<file path="config.mk">
export PLATFORM = sky130hd
export DESIGN_NAME = plasticity_row_scheduler_flat
export DESIGN_NICKNAME = d
export VERILOG_FILES = /design/src/rtl/plasticity_row_scheduler_if.sv /design/src/rtl/plasticity_row_scheduler.sv /design/src/flat_wrapper.sv
export SDC_FILE = /design/constraint.sdc
export NUM_CORES = 1
export LEC_CHECK = 0
export CAP_MARGIN = 20
export CELL_PAD_IN_SITES_DETAIL_PLACEMENT = 0
export CELL_PAD_IN_SITES_GLOBAL_PLACEMENT = 1
export CORE_MARGIN = 1
export CORE_UTILIZATION = 41
export CTS_BUF_LIST = sky130_fd_sc_hd__clkbuf_4 sky130_fd_sc_hd__clkbuf_8
export DETAILED_ROUTE_END_ITERATION = 6
export GPL_ROUTABILITY_DRIVEN = 0
export PLACE_DENSITY_LB_ADDON = 0.1
export SKIP_CTS_REPAIR_TIMING = 1
export SLEW_MARGIN = 15
export SYNTH_ARGS = -nofsm -noshare
export SYNTH_HDL_FRONTEND = slang
export SYNTH_SLANG_ARGS = --single-unit
export TNS_END_PERCENT = 10
</file>
<file path="constraint.sdc">
create_clock -name clk -period 2.3 [get_ports clk]
set_input_delay 0.345 -clock clk [delete_from_list [all_inputs] [get_ports clk]]
set_output_delay 0.345 -clock clk [all_outputs]
set_load 0.01 [all_outputs]
</file>
<file path="src/rtl/plasticity_row_scheduler_if.sv">
// Request handshake bundle into the plasticity row scheduler.
// master drives valid/row/reward and samples ready; slave is the reverse.
interface plasticity_row_scheduler_if #(
    parameter int ROW_W = 8
);
    logic                    s_req_valid;
    logic                    s_req_ready;
    logic [ROW_W-1:0]        s_req_row;
    logic signed [7:0]       s_req_reward;

    modport master (
        output s_req_valid,
        output s_req_row,
        output s_req_reward,
        input  s_req_ready
    );

    modport slave (
        input  s_req_valid,
        input  s_req_row,
        input  s_req_reward,
        output s_req_ready
    );
endinterface

</file>
<file path="src/rtl/plasticity_row_scheduler.sv">
// Row-update sequencer ahead of the plasticity engine.
// Ports: clk/rst, req (slave handshake), i_flush, engine start/reward/done,
// chunk addr in, active row, memory address, busy, timeout and statistics.
module plasticity_row_scheduler #(
    parameter int DIM        = 16384,
    parameter int CHUNK_BITS = 512,
    parameter int NUM_ROWS   = 256,
    parameter int FIFO_DEPTH = 4,
    parameter int TIMEOUT    = 4 * (DIM / CHUNK_BITS) + 16,
    localparam int NUM_CHUNKS   = DIM / CHUNK_BITS,
    localparam int CHUNK_ADDR_W = $clog2(NUM_CHUNKS),
    localparam int ROW_W        = $clog2(NUM_ROWS)
) (
    input  logic                          clk,
    input  logic                          rst,
    plasticity_row_scheduler_if.slave     req,
    input  logic                          i_flush,
    output logic                          o_eng_start,
    output logic signed [7:0]             o_eng_reward,
    input  logic                          i_eng_done,
    input  logic [CHUNK_ADDR_W-1:0]       i_eng_chunk_addr,
    output logic [ROW_W-1:0]              o_active_row,
    output logic [ROW_W+CHUNK_ADDR_W-1:0] o_mem_addr,
    output logic                          o_busy,
    output logic                          o_timeout,
    output logic [15:0]                   o_rows_done,
    output logic [15:0]                   o_skipped
);
    localparam int PTR_W = $clog2(FIFO_DEPTH);
    localparam int CNT_W = PTR_W + 1;
    localparam int WD_W  = $clog2(TIMEOUT + 1);
    localparam int ENT_W = ROW_W + 8;

    localparam logic [0:0] S_IDLE = 1'b0;
    localparam logic [0:0] S_RUN  = 1'b1;

    logic [ENT_W-1:0]  mem_q [FIFO_DEPTH];
    logic [PTR_W-1:0]  wr_q, wr_d;
    logic [PTR_W-1:0]  rd_q, rd_d;
    logic [CNT_W-1:0]  cnt_q, cnt_d;
    logic [0:0]        state_q, state_d;
    logic [WD_W-1:0]   wdog_q, wdog_d;
    logic              start_q, start_d;
    logic [ROW_W-1:0]  row_q, row_d;
    logic [7:0]        rew_q, rew_d;
    logic              tmo_q, tmo_d;
    logic [15:0]       done_cnt_q, done_cnt_d;
    logic [15:0]       skip_cnt_q, skip_cnt_d;

    logic ready;
    logic accept;
    logic push;
    logic pop;

    // Ready comes from the registered count only, so a same-cycle pop
    // never opens a slot at full.
    assign ready  = (cnt_q != CNT_W'(FIFO_DEPTH));
    assign accept = req.s_req_valid && ready;
    // Zero-reward rows would hang the engine, so they are counted, not queued.
    // A flush in the same cycle drops the incoming entry.
    assign push   = accept && (req.s_req_reward != 8'sd0) && !i_flush;
    assign pop    = (state_q == S_IDLE) && (cnt_q != '0) && !i_flush;

    always_comb begin
        wr_d       = wr_q;
        rd_d       = rd_q;
        cnt_d      = cnt_q;
        state_d    = state_q;
        wdog_d     = wdog_q;
        start_d    = 1'b0;
        row_d      = row_q;
        rew_d      = rew_q;
        tmo_d      = tmo_q;
        done_cnt_d = done_cnt_q;
        skip_cnt_d = skip_cnt_q;

        if (accept && (req.s_req_reward == 8'sd0)) begin
            skip_cnt_d = skip_cnt_q + 16'd1;
        end

        if (i_flush) begin
            wr_d  = '0;
            rd_d  = '0;
            cnt_d = '0;
        end else begin
            if (push) begin
                wr_d = wr_q + PTR_W'(1);
            end
            if (pop) begin
                rd_d = rd_q + PTR_W'(1);
            end
            cnt_d = cnt_q + CNT_W'(push) - CNT_W'(pop);
        end

        case (state_q)
            S_IDLE: begin
                if (pop) begin
                    row_d   = mem_q[rd_q][ENT_W-1:8];
                    rew_d   = mem_q[rd_q][7:0];
                    start_d = 1'b1;
                    wdog_d  = '0;
                    state_d = S_RUN;
                end
            end
            default: begin
                if (i_eng_done) begin
                    done_cnt_d = done_cnt_q + 16'd1;
                    wdog_d     = '0;
                    state_d    = S_IDLE;
                end else if (wdog_q == WD_W'(TIMEOUT - 1)) begin
                    tmo_d   = 1'b1;
                    wdog_d  = '0;
                    state_d = S_IDLE;
                end else begin
                    wdog_d = wdog_q + WD_W'(1);
                end
            end
        endcase
    end

    always_ff @(posedge clk) begin
        if (push) begin
            mem_q[wr_q] <= {req.s_req_row, req.s_req_reward};
        end
    end

    always_ff @(posedge clk or posedge rst) begin
        if (rst) begin
            wr_q       <= '0;
            rd_q       <= '0;
            cnt_q      <= '0;
            state_q    <= S_IDLE;
            wdog_q     <= '0;
            start_q    <= 1'b0;
            row_q      <= '0;
            rew_q      <= '0;
            tmo_q      <= 1'b0;
            done_cnt_q <= '0;
            skip_cnt_q <= '0;
        end else begin
            wr_q       <= wr_d;
            rd_q       <= rd_d;
            cnt_q      <= cnt_d;
            state_q    <= state_d;
            wdog_q     <= wdog_d;
            start_q    <= start_d;
            row_q      <= row_d;
            rew_q      <= rew_d;
            tmo_q      <= tmo_d;
            done_cnt_q <= done_cnt_d;
            skip_cnt_q <= skip_cnt_d;
        end
    end

    assign req.s_req_ready = ready;
    assign o_eng_start     = start_q;
    assign o_eng_reward    = rew_q;
    assign o_active_row    = row_q;
    assign o_mem_addr      = {row_q, i_eng_chunk_addr};
    assign o_busy          = (state_q == S_RUN) || (cnt_q != '0);
    assign o_timeout       = tmo_q;
    assign o_rows_done     = done_cnt_q;
    assign o_skipped       = skip_cnt_q;
endmodule

</file>
<file path="src/flat_wrapper.sv">
// flat-port wrapper written by rule: the top's interface ports become plain ports
module plasticity_row_scheduler_flat 
#(
    parameter int DIM        = 16384,
    parameter int CHUNK_BITS = 512,
    parameter int NUM_ROWS   = 256,
    parameter int FIFO_DEPTH = 4,
    parameter int TIMEOUT    = 4 * (DIM / CHUNK_BITS) + 16,
    localparam int NUM_CHUNKS   = DIM / CHUNK_BITS,
    localparam int CHUNK_ADDR_W = $clog2(NUM_CHUNKS),
    localparam int ROW_W        = $clog2(NUM_ROWS)
)
  (clk, rst, i_flush, o_eng_start, o_eng_reward, i_eng_done, i_eng_chunk_addr, o_active_row, o_mem_addr, o_busy, o_timeout, o_rows_done, o_skipped, req_s_req_valid, req_s_req_row, req_s_req_reward, req_s_req_ready);
  plasticity_row_scheduler_if #(.ROW_W((8))) req_i ();
  input  logic clk;
  input  logic rst;
  input  logic i_flush;
  output logic o_eng_start;
  output logic signed [7:0] o_eng_reward;
  input  logic i_eng_done;
  input  logic [CHUNK_ADDR_W-1:0] i_eng_chunk_addr;
  output logic [ROW_W-1:0] o_active_row;
  output logic [ROW_W+CHUNK_ADDR_W-1:0] o_mem_addr;
  output logic o_busy;
  output logic o_timeout;
  output logic [15:0] o_rows_done;
  output logic [15:0] o_skipped;
  input wire logic [$bits(req_i.s_req_valid)-1:0] req_s_req_valid;
  input wire logic [$bits(req_i.s_req_row)-1:0] req_s_req_row;
  input wire logic [$bits(req_i.s_req_reward)-1:0] req_s_req_reward;
  output wire logic [$bits(req_i.s_req_ready)-1:0] req_s_req_ready;
  assign req_i.s_req_valid = req_s_req_valid;
  assign req_i.s_req_row = req_s_req_row;
  assign req_i.s_req_reward = req_s_req_reward;
  assign req_s_req_ready = req_i.s_req_ready;
  plasticity_row_scheduler #(.DIM(DIM), .CHUNK_BITS(CHUNK_BITS), .NUM_ROWS(NUM_ROWS), .FIFO_DEPTH(FIFO_DEPTH), .TIMEOUT(TIMEOUT)) u_core (.clk(clk), .rst(rst), .req(req_i), .i_flush(i_flush), .o_eng_start(o_eng_start), .o_eng_reward(o_eng_reward), .i_eng_done(i_eng_done), .i_eng_chunk_addr(i_eng_chunk_addr), .o_active_row(o_active_row), .o_mem_addr(o_mem_addr), .o_busy(o_busy), .o_timeout(o_timeout), .o_rows_done(o_rows_done), .o_skipped(o_skipped));
endmodule
</file>
# Word-level counts from Yosys, hierarchy flattened
# Memory sizes are Yosys's and may differ from the RTL's. A register that Yosys moved wholly into a read port is not among the register bits.
# Index checks and enable logic that the tools add are counted.
# Widths: inputs -> output; s select.
word_totals:
  mem_bits_rw: 64
  n_memories: 1
  inputBits: 26
  out_inout_bits: 65
  reg_bits: 50
  word_cells: 54
op_classes:
  muxes: 16
  bitwise_logic: 2
  n_reduce_logical: 17
  eq_ne: 2
  add_sub_neg: 7
mem_list:
  columns: ["name", "depth", "width", "read_ports", "rd_ports_with_merged_regs", "wr", "line", "rtl"]
  rows:
  - ["u_core.mem_q", 4, 16, 1, 1, 1, "plasticity_row_scheduler.sv:37", "logic [ENT_W-1:0] mem_q [FIFO_DEPTH];"]
op_table:
  columns: ["cell", "count"]
  rows:
  - ["$add 16x1->16 const B", 2]
  - ["$mux 8", 4]
  - ["$add 8x1->8 const B", 1]
  - ["$eq 8x8->1 const B", 1]
  - ["$logic_not 8->1", 1]
  - ["$mux 2", 4]
  - ["$reduce_bool 8->1", 1]
  - ["$mux 1", 7]
  - ["$logic_and 1x1->1", 6]
  - ["$reduce_bool 2->1", 3]
  - ["$add 2x1->2 const B", 2]
  - ["$reduce_and 2->1", 2]
  - ["$add 3x1->3", 1]
  - ["$mux 3", 1]
  - ["$ne 3x3->1 const B", 1]
  - ["$reduce_and 3->1", 1]
  - ["$reduce_bool 3->1", 1]
  - ["$sub 3x1->3", 1]
  - ["$not 1->1", 2]
  - ["$logic_not 1->1", 1]
  - ["$logic_or 1x1->1", 1]

# Longest topological paths before layout
# Gate-level depths: netlist of run 1.
depth:
  depth_word: 7
  ltp_mapped: 10
  mapped_depth_nobuf: 10

# Worst setup path before layout of run 1
# No wires, ideal clock.
synth_timing:
  path_type: "reg2reg"
  startpoint: "reg u_core.cnt_q[1]"
  endpoint: "reg u_core.cnt_q[2]"
  path_stages_with_launch: 11
  synth_period_minus_slack_ps: 2227
  n_path_buf: 1
  required_ps: 2169
  path_slack_ps: 73
  arrival_time_ps: 2095
  setup_time_ps: 131
  cell_sequence: "dfrtp_1 or3b_2 clkbuf_1 o211ai_1 nor2_1 ha_1 inv_1 fa_1 xor2_1 xnor2_1 nor2_1"
synth_between:
  elab_chain_cells: 7
  elab_cells_between_ends: 10
  classes_between: "add/sub: 2; eq/ne: 1; mux: 1; reduce/logical: 6"
synth_rtl:
  columns: ["element", "line", "rtl"]
  rows:
  - ["from (decl)", "plasticity_row_scheduler.sv:40", "logic [CNT_W-1:0] cnt_q, cnt_d;"]
  - ["from (signal assigned)", "plasticity_row_scheduler.sv:143", "cnt_q <= cnt_d;"]
  - ["$ne 3x3->1", "plasticity_row_scheduler.sv:57", "assign ready = (cnt_q != CNT_W'(FIFO_DEPTH));"]
  - ["net req_s_req_ready", "flat_wrapper.sv:31", "output wire logic [$bits(req_i.s_req_ready)-1:0] req_s_req_ready;"]
  - ["$logic_and 1x1->1", "plasticity_row_scheduler.sv:58", "assign accept = req.s_req_valid && ready;"]
  - ["$logic_and 1x1->1 (2 in a row)", "plasticity_row_scheduler.sv:61", "assign push = accept && (req.s_req_reward != 8'sd0) && !i_flush;"]
  - ["$add 3x1->3", "plasticity_row_scheduler.sv:92", "cnt_d = cnt_q + CNT_W'(push) - CNT_W'(pop);"]
  - ["$sub 3x1->3", "plasticity_row_scheduler.sv:92", null]
  - ["$mux 3", "plasticity_row_scheduler.sv:81", "if (i_flush) begin"]
  - ["net u_core.cnt_d[2]", "plasticity_row_scheduler.sv:40", null]
# The timed path passes the listed nets, and every way through them passes these cells.
# A chain may end at the register's enable or synchronous reset.

# Final worst setup path of run 1
layout_timing:
  startpoint: "reg u_core.cnt_q[1]"
  endpoint: "out req_s_req_ready"
layout_between:
  elab_chain_cells: 1
layout_rtl:
  columns: ["element", "line"]
  rows:
  - ["$ne 3x3->1", "plasticity_row_scheduler.sv:57"]
  - ["to (decl)", "flat_wrapper.sv:31"]
# Every way passes these cells.

==> results.md, run 1 <==
- Status: complete, no violations
- Post-DP HPWL: 6245 µm
- Initial antenna violation count: 0
- Synth Area in XOR/XNOR: 6.293%
- Largest net degree at the start of global routing: 67
- Relative slew slack: 75.91%
- Proportion of layout cells with a drive suffix above 1: 22.95%
- Core area: 12,770 µm²
- Area grow syn2layout: 29.78%
- Endpoints failing setup: 0
- Final Worst Setup Slack: 90.41 ps
- Setup crit start kind: register
- Die area: 13,700 µm²
- Worst R2R Path Depth: 10
- Mapped Cells: 356
- Clock slew at reported path FFs: 80 ps
- Minimum clock period after layout: 2210 ps
- RSZ-0062 raised after global routing: no
- Post-synth top area cell: edfxtp_1
- Synth warnings: 0
- Tcrit/Tclk final: 96.07%
- Global-route wire length before repair: 16,200 µm
- Row count: 41
- Synth Area in Simple Gates: 10.40%
- Synth Area in Compound Gates: 1.083%
- Synth Register Bits: 130
- Vias in the first global route: 3,267
- Final non-filler cell total: 647
- Dpl cells: 615
- Via density: 4.887
- Power Dens Cells: 987.4 nW/µm²
- Drt total wl: 9594 µm
- Mapped cell area: 5428 µm²
- Crit path arrival time: 1860 ps
- Post-synth top flop: dfrtp_1
- Post-Synth Adder-Cell Area: 2.444%
- Reg2reg end: u_core.cnt_q[2]
- Leakage: 2.769 nW
- Top-count cell post-synth: dfrtp_1
- Worst Setup SP: u_core.cnt_q[1]
- Width of the die: 117.1 µm
- Grt total ovfl: 0
- Critical Path End: req_s_req_ready
- Multi-input logic area: 1690 µm²
- Clock tree buffer depth: 2
- TritonCTS Buffers: 17
- Die Y: 117.1 µm
- Clk root buf: clkbuf_8
- Max Clk Rate: 0.4526 GHz
- Crit path capture type: output pin
- Synth top area cells: edfxtp_1 35%, dfrtp_1 30%, mux4_2 6.6%
- Post-Syn Area per Cell: 15.25 µm²
- Endpoints failing hold: 0
- DR DRC count: 0
- Netlist cell types: 41
- CTS tree: built
- Ys async rst share: 50.77%
- IO Port Bufs: 80
- # fillers: 1,067
- CP Max Fanout: 6
- Pre-CTS setup slack: -287.2 ps
- Seq/Total Area, Yosys: 65.84%
- Final setup skew: 7.021 ps
- Critical path class: register to output pin
- Initial Util: 42.49%
- RR Startpoint: u_core.cnt_q[1]
- Top cells by count, synth: 66 x dfrtp_1, 64 x edfxtp_1, 26 x xnor2_1
- Routed wire per std cell: 14.83 µm
- Worst IR Drop VDD: 395.5 µV
- Main combinational cell family by area after synthesis: multiplexers
- Worst min path class: primary input to async pin
- Post-synth EDFFs: 64
- Hold slack final: 305.8 ps
- Post-synth top area share: 35.41%
- DR pass1 iterations: 4
- Mux contribution to synthesized area: 10.56%
- All-Layer GR Usage: 16.08%
- Syn nets: 392
- Tot Pwr: 6.956 mW
- Least-Margin Pin Slew: 361.3 ps
- Fin. max-slew vios: 0
- Max-cap violations: 0
- I/O pin count: 91
- Post-route ant nets: 0
- Final net count: 498
- Crit path required time: 1960 ps
- R2R setup slack: 180 ps
- CTS sink count: 130
- Diodes inserted: 0
- DR iter-0 viols: 182
- Via Count: 3,162
- Clock latency at the later pin of the worst-skew pair: 430 ps
- Register Area: 3573 µm²
- CTS H-tree lvls: 4
## area by class of cell
class | count | share of cell area [%]
multi-input combinational | 193 | 24.00
inverter | 11 | 0.5861
sequential | 130 | 50.73
clock inverter | 13 | 2.487
clock buffer | 19 | 3.623
tap | 172 | 3.055
timing repair buffer | 109 | 15.52
## sequential cells by signal (all words and copies together), names as in the netlist
signal,count
u_core.o_eng_reward,8
u_core.o_eng_start,1
u_core.state_q,1
u_core.mem_q,64
u_core.wr_q,2
u_core.cnt_q,3
u_core.o_rows_done,16
u_core.rd_q,2
u_core.o_active_row,8
u_core.o_timeout,1
u_core.wdog_q,8
u_core.o_skipped,16
## routing by layer
metal	track usage, %	part of all wire [%]	vias up
met5	0	0	-
met4	7.342	1.7	0
met3	3.605	4.0	15
met2	25.60	48	83
met1	21.18	46	1561
li1	-	-	1503
## cell usage in the layout, fill, tap and decap left out, types with 4 or more instances in the layout
cell type        count
and2_1               5
buf_4               23
inv_6                5
nor2_1              19
mux4_2              16
o21ai_0              5
nand3_1             18
clkdlybuf4s50_1     80
dfrtp_1             66
buf_12               6
clkbuf_8            18
ha_1                 9
inv_1               10
mux2_2              18
xor2_1              13
nor3_1               4
edfxtp_1            64
nand2_1             15
nand4_1              7
xnor2_1             26
## worst max-delay path, stage by stage (launching register included)
cell and delay, ps:
dfrtp_1 470, or3b_4 470, clkdlybuf4s50_1 500
## worst min path at each step
| stage | endpoint | slack (ps) | depth (start not counted) |
|---|---|---|---|
| finish | u_core.o_active_row[7] | 310 | 3 |
| global placement | u_core.o_skipped[15] | 460 | 1 |
| CTS | u_core.o_active_row[7] | 300 | 3 |
| detailed placement | u_core.o_rows_done[15] | 460 | 1 |
| global route | u_core.o_active_row[1] | 320 | 3 |
| floorplan | u_core.mem_q[0][0] | 440 | 0 |
## through the flow
stage | TNS (ps) | area (µm²) | util (%)
after floorplan | 0 | 5428 | -
after global placement | -7800 | 6600 | 51.67
after detailed placement | -9769 | 6600 | 51.67
after CTS | -102.1 | 7030 | 55.04
after global routing | 0 | 7044 | 55.15
final | 0 | 7044 | 55.15
## power by group
part,total [mW],switching [mW],internal [mW]
Clock,2.06,0.927,1.14
Combinational,1.90,0.781,1.12
Sequential,2.99,0.219,2.77
Total,6.96,1.93,5.03
## logic make-up (layout without fill, tap and decap cells)
family / Yosys count / count (layout)
AO/OA/AOI/OAI: 10 / 10
XOR/XNOR: 39 / 39
adder cells (fa/ha/maj): 10 / 10
buffers and inverters: 33 / 152
flip-flops: 130 / 130
multiplexers: 35 / 35
AND/OR/NAND/NOR: 99 / 99
(Power assumes the default switching activity.)
==> run 2, diff against run 1 <==
ABC_AREA = 1   (was not set)
CORE_UTILIZATION = 39   (was 41)
==> run 2 against run 1 <==
Clock-buffer cell count shrank 2. Largest power group unchanged. Largest cell class unchanged. Cell count grew 37%. Critical path type unchanged. Highest routed layer unchanged. Via count grew 36%. Flip-flop and latch count is the same. Sequential share of layout area shrank 1.7 points. First-iteration DRC count grew 62%. Synthesized area grew 7.2%. Non-clock buffer count shrank 4. Cell area grew 3.4%. Critical path depth grew 1.
==> results.md, run 2 <==
- Status: complete, no violations (unchanged)
- Mux contribution to synthesized area: 0% (was 10.56%)
- Diodes inserted: 0 (unchanged)
- Worst R2R Path Depth: 11 (was 10)
- Post-Synth Adder-Cell Area: 2.279% (was 2.444%)
- Via Count: 4,305 (was 3,162)
- Clk root buf: clkbuf_8 (unchanged)
- Post-route ant nets: 0 (unchanged)
- Initial Util: 40.04% (was 42.49%)
- Fin. max-slew vios: 0 (unchanged)
- Die Y: 124.2 µm (was 117.1 µm)
- Largest net degree at the start of global routing: 34 (was 67)
- Proportion of layout cells with a drive suffix above 1: 10.80% (was 22.95%)
- Least-Margin Pin Slew: 630.0 ps (was 361.3 ps)
- Max Clk Rate: 0.4985 GHz (was 0.4526 GHz)
- Initial antenna violation count: 0 (unchanged)
- RR Startpoint: u_core.cnt_q[1] (unchanged)
- Leakage: 3.050 nW (was 2.769 nW)
- Critical Path End: o_busy (was req_s_req_ready)
- Slowest stage cell on the critical path: clkdlybuf4s50_1 (unchanged)
- Post-synth top area cell: edfxtp_1 (unchanged)
- Synth Area in Simple Gates: 20.66% (was 10.40%)
- Die area: 15,410 µm² (was 13,700 µm²)
- Clock slew at reported path FFs: 80 ps (about the same)
- Placement-stage cell area: 6918 µm² (was 6600 µm²)
- Final Worst Setup Slack: 294.0 ps (was 90.41 ps)
- Crit. path cell count: 3 (was 2)
- Setup crit start kind: register (unchanged)
- Final non-filler cell total: 888 (was 647)
- Tcrit/Tclk final: 87.22% (was 96.07%)
- Top cells by count, synth: 157 x nand2_1, 83 x nor2_1, 66 x dfrtp_1 (was 66 x dfrtp_1, 64 x edfxtp_1, 26 x xnor2_1)
- Synth Area in Compound Gates: 6.450% (was 1.083%)
- Endpoints failing hold: 0 (unchanged)
- CP Cell Sequence: inv_2, nand4_1, clkdlybuf4s50_1 (was or3b_4, clkdlybuf4s50_1)
- Final core occ: 50.14% (was 55.15%)
- Mapped Cells: 594 (was 356)
- All-Layer GR Usage: 18.35% (was 16.08%)
- Dpl cells: 856 (was 615)
- Worst path bufs/invs: 2 (was 1)
- CTS sink count: 130 (unchanged)
- Synth top area cells: edfxtp_1 33%, dfrtp_1 28%, nand2_1 10% (was edfxtp_1 35%, dfrtp_1 30%, mux4_2 6.6%)
- DR DRC count: 0 (unchanged)
- Grt total ovfl: 0 (unchanged)
- Final instance area: 7287 µm² (was 7044 µm²)
- Commonest cells after routing, fill and taps aside: 157 x nand2_1, 83 x nor2_1, 80 x clkdlybuf4s50_1 (was 80 x clkdlybuf4s50_1, 66 x dfrtp_1, 64 x edfxtp_1)
- RSZ-0062 raised after global routing: no (unchanged)
- Most common cell after layout, fill and taps aside: nand2_1 (was clkdlybuf4s50_1)
- IO Port Bufs: 80 (unchanged)
- Ys async rst share: 50.77% (unchanged)
- CP Max Fanout: 9 (was 6)
- Synth warnings: 0 (unchanged)
- Critical path's largest stage delay: 510 ps (was 500 ps)
- Clock latency at the later pin of the worst-skew pair: 440 ps (was 430 ps)
- Crit path capture type: output pin (unchanged)
- Tot Pwr: 6.835 mW (was 6.956 mW)
- Setup TNS Final: 0 ps (unchanged)
- Power Dens Cells: 938.0 nW/µm² (was 987.4 nW/µm²)
- Clock tree buffer depth: 2 (unchanged)
- Vias in the first global route: 4,119 (was 3,267)
- CTS tree: built (unchanged)
- Post-DP HPWL: 8982 µm (was 6245 µm)
- Cell family with most CP delay: buffers and inverters (unchanged)
- Max-cap violations: 0 (unchanged)
- DR pass1 iterations: 4 (unchanged)
- Global-route wire length before repair: 21,070 µm (was 16,200 µm)
- Drt total wl: 12,780 µm (was 9594 µm)
- R2R setup slack: 320 ps (was 180 ps)
- Crit path arrival time: 1660 ps (was 1860 ps)
- Reg2reg end: u_core.cnt_q[2] (unchanged)
- Core area: 14,530 µm² (was 12,770 µm²)
- Endpoints failing setup: 0 (unchanged)
- DR iter-0 viols: 294 (was 182)
- Worst min path class: primary input to async pin (unchanged)
- Synth Area in XOR/XNOR: 3.311% (was 6.293%)
- Mapped cell area: 5819 µm² (was 5428 µm²)
- Syn nets: 630 (was 392)
- CTS H-tree lvls: 4 (unchanged)
- Netlist cell types: 28 (was 41)
- Top-count cell post-synth: nand2_1 (was dfrtp_1)
- Post-synth top area share: 33.03% (was 35.41%)
- Row count: 44 (was 41)
- Final setup skew: 13.42 ps (was 7.021 ps)
- I/O pin count: 91 (unchanged)
- Seq/Total Area, Yosys: 61.41% (was 65.84%)
- Final net count: 727 (was 498)
- Main combinational cell family by area after synthesis: simple AND/OR/NAND/NOR gates (was multiplexers)
- Via density: 4.848 (was 4.887)
- Crit path required time: 1960 ps (about the same)
- Area grow syn2layout: 25.22% (was 29.78%)
- Most flop-heavy register: u_core.mem_q (unchanged)
- Post-Syn Area per Cell: 9.797 µm² (was 15.25 µm²)
- Largest register FFs: 64 (unchanged)
- Critical path class: register to output pin (unchanged)
- Pre-CTS setup slack: 28.58 ps (was -287.2 ps)
- Synth Register Bits: 130 (unchanged)
- Post-synth top flop: dfrtp_1 (unchanged)
- Worst IR Drop VDD: 488.5 µV (was 395.5 µV)
- Post-synth EDFFs: 64 (unchanged)
- Hold slack final: 171.1 ps (was 305.8 ps)
- Worst Setup SP: u_core.state_q (was u_core.cnt_q[1])
- TritonCTS Buffers: 17 (unchanged)
- Width of the die: 124.2 µm (was 117.1 µm)
- Relative slew slack: 57.95% (was 75.91%)
- Minimum clock period after layout: 2006 ps (was 2210 ps)
- Routed wire per std cell: 14.39 µm (was 14.83 µm)
==> run 2: power by group <==
part / internal, mW / leakage, nW / switching, mW
Clock: 0.794 / 0.186 / 1.04
Sequential: 2.76 / 1.43 / 0.228
Combinational: 0.916 / 1.43 / 1.10
Total: 4.47 / 3.05 / 2.36
==> run 2: how the worst min path moves through the flow <==
stage | startpoint | end | slack [ps] | depth (start not counted)
6_report | rst | u_core.o_rows_done[0] | 170 | 2
5_1_grt | rst | u_core.o_rows_done[0] | 160 | 2
4_1_cts | rst | u_core.o_rows_done[0] | 150 | 2
3_5_place_dp | u_core.o_timeout | u_core.o_timeout | 470 | 1
3_3_place_gp | u_core.o_rows_done[15] | u_core.o_rows_done[15] | 460 | 1
2_1_floorplan | i_flush | u_core.cnt_q[0] | 410 | 1
==> run 2: cell type report <==
type | instances | area, µm²
Sequential cell | 130 | 3573
Inverter | 46 | 172.7
Clock buffer | 17 | 234.0
Fill cell | 1399 | 7247
Tap cell | 184 | 230.2
Timing Repair Buffer | 105 | 1039
Multi-Input combinational cell | 391 | 1903
Clock inverter | 15 | 135.1
==> run 2: cells by family (layout without fill, tap and decap cells) <==
family / after synthesis / count (layout)
flops: 130 / 130
fa+ha+maj: 10 / 10
simple gates: 289 / 289
xor+xnor: 22 / 22
buf+inv: 73 / 183
compound gates: 70 / 70
==> run 2: per-layer routing <==
metal / part of all wire [%] / GRT usage (%)
met1: 49 / 25.60
met2: 46 / 27.52
met3: 3.7 / 5.174
met4: 0.85 / 5.878
met5: 0 / 0
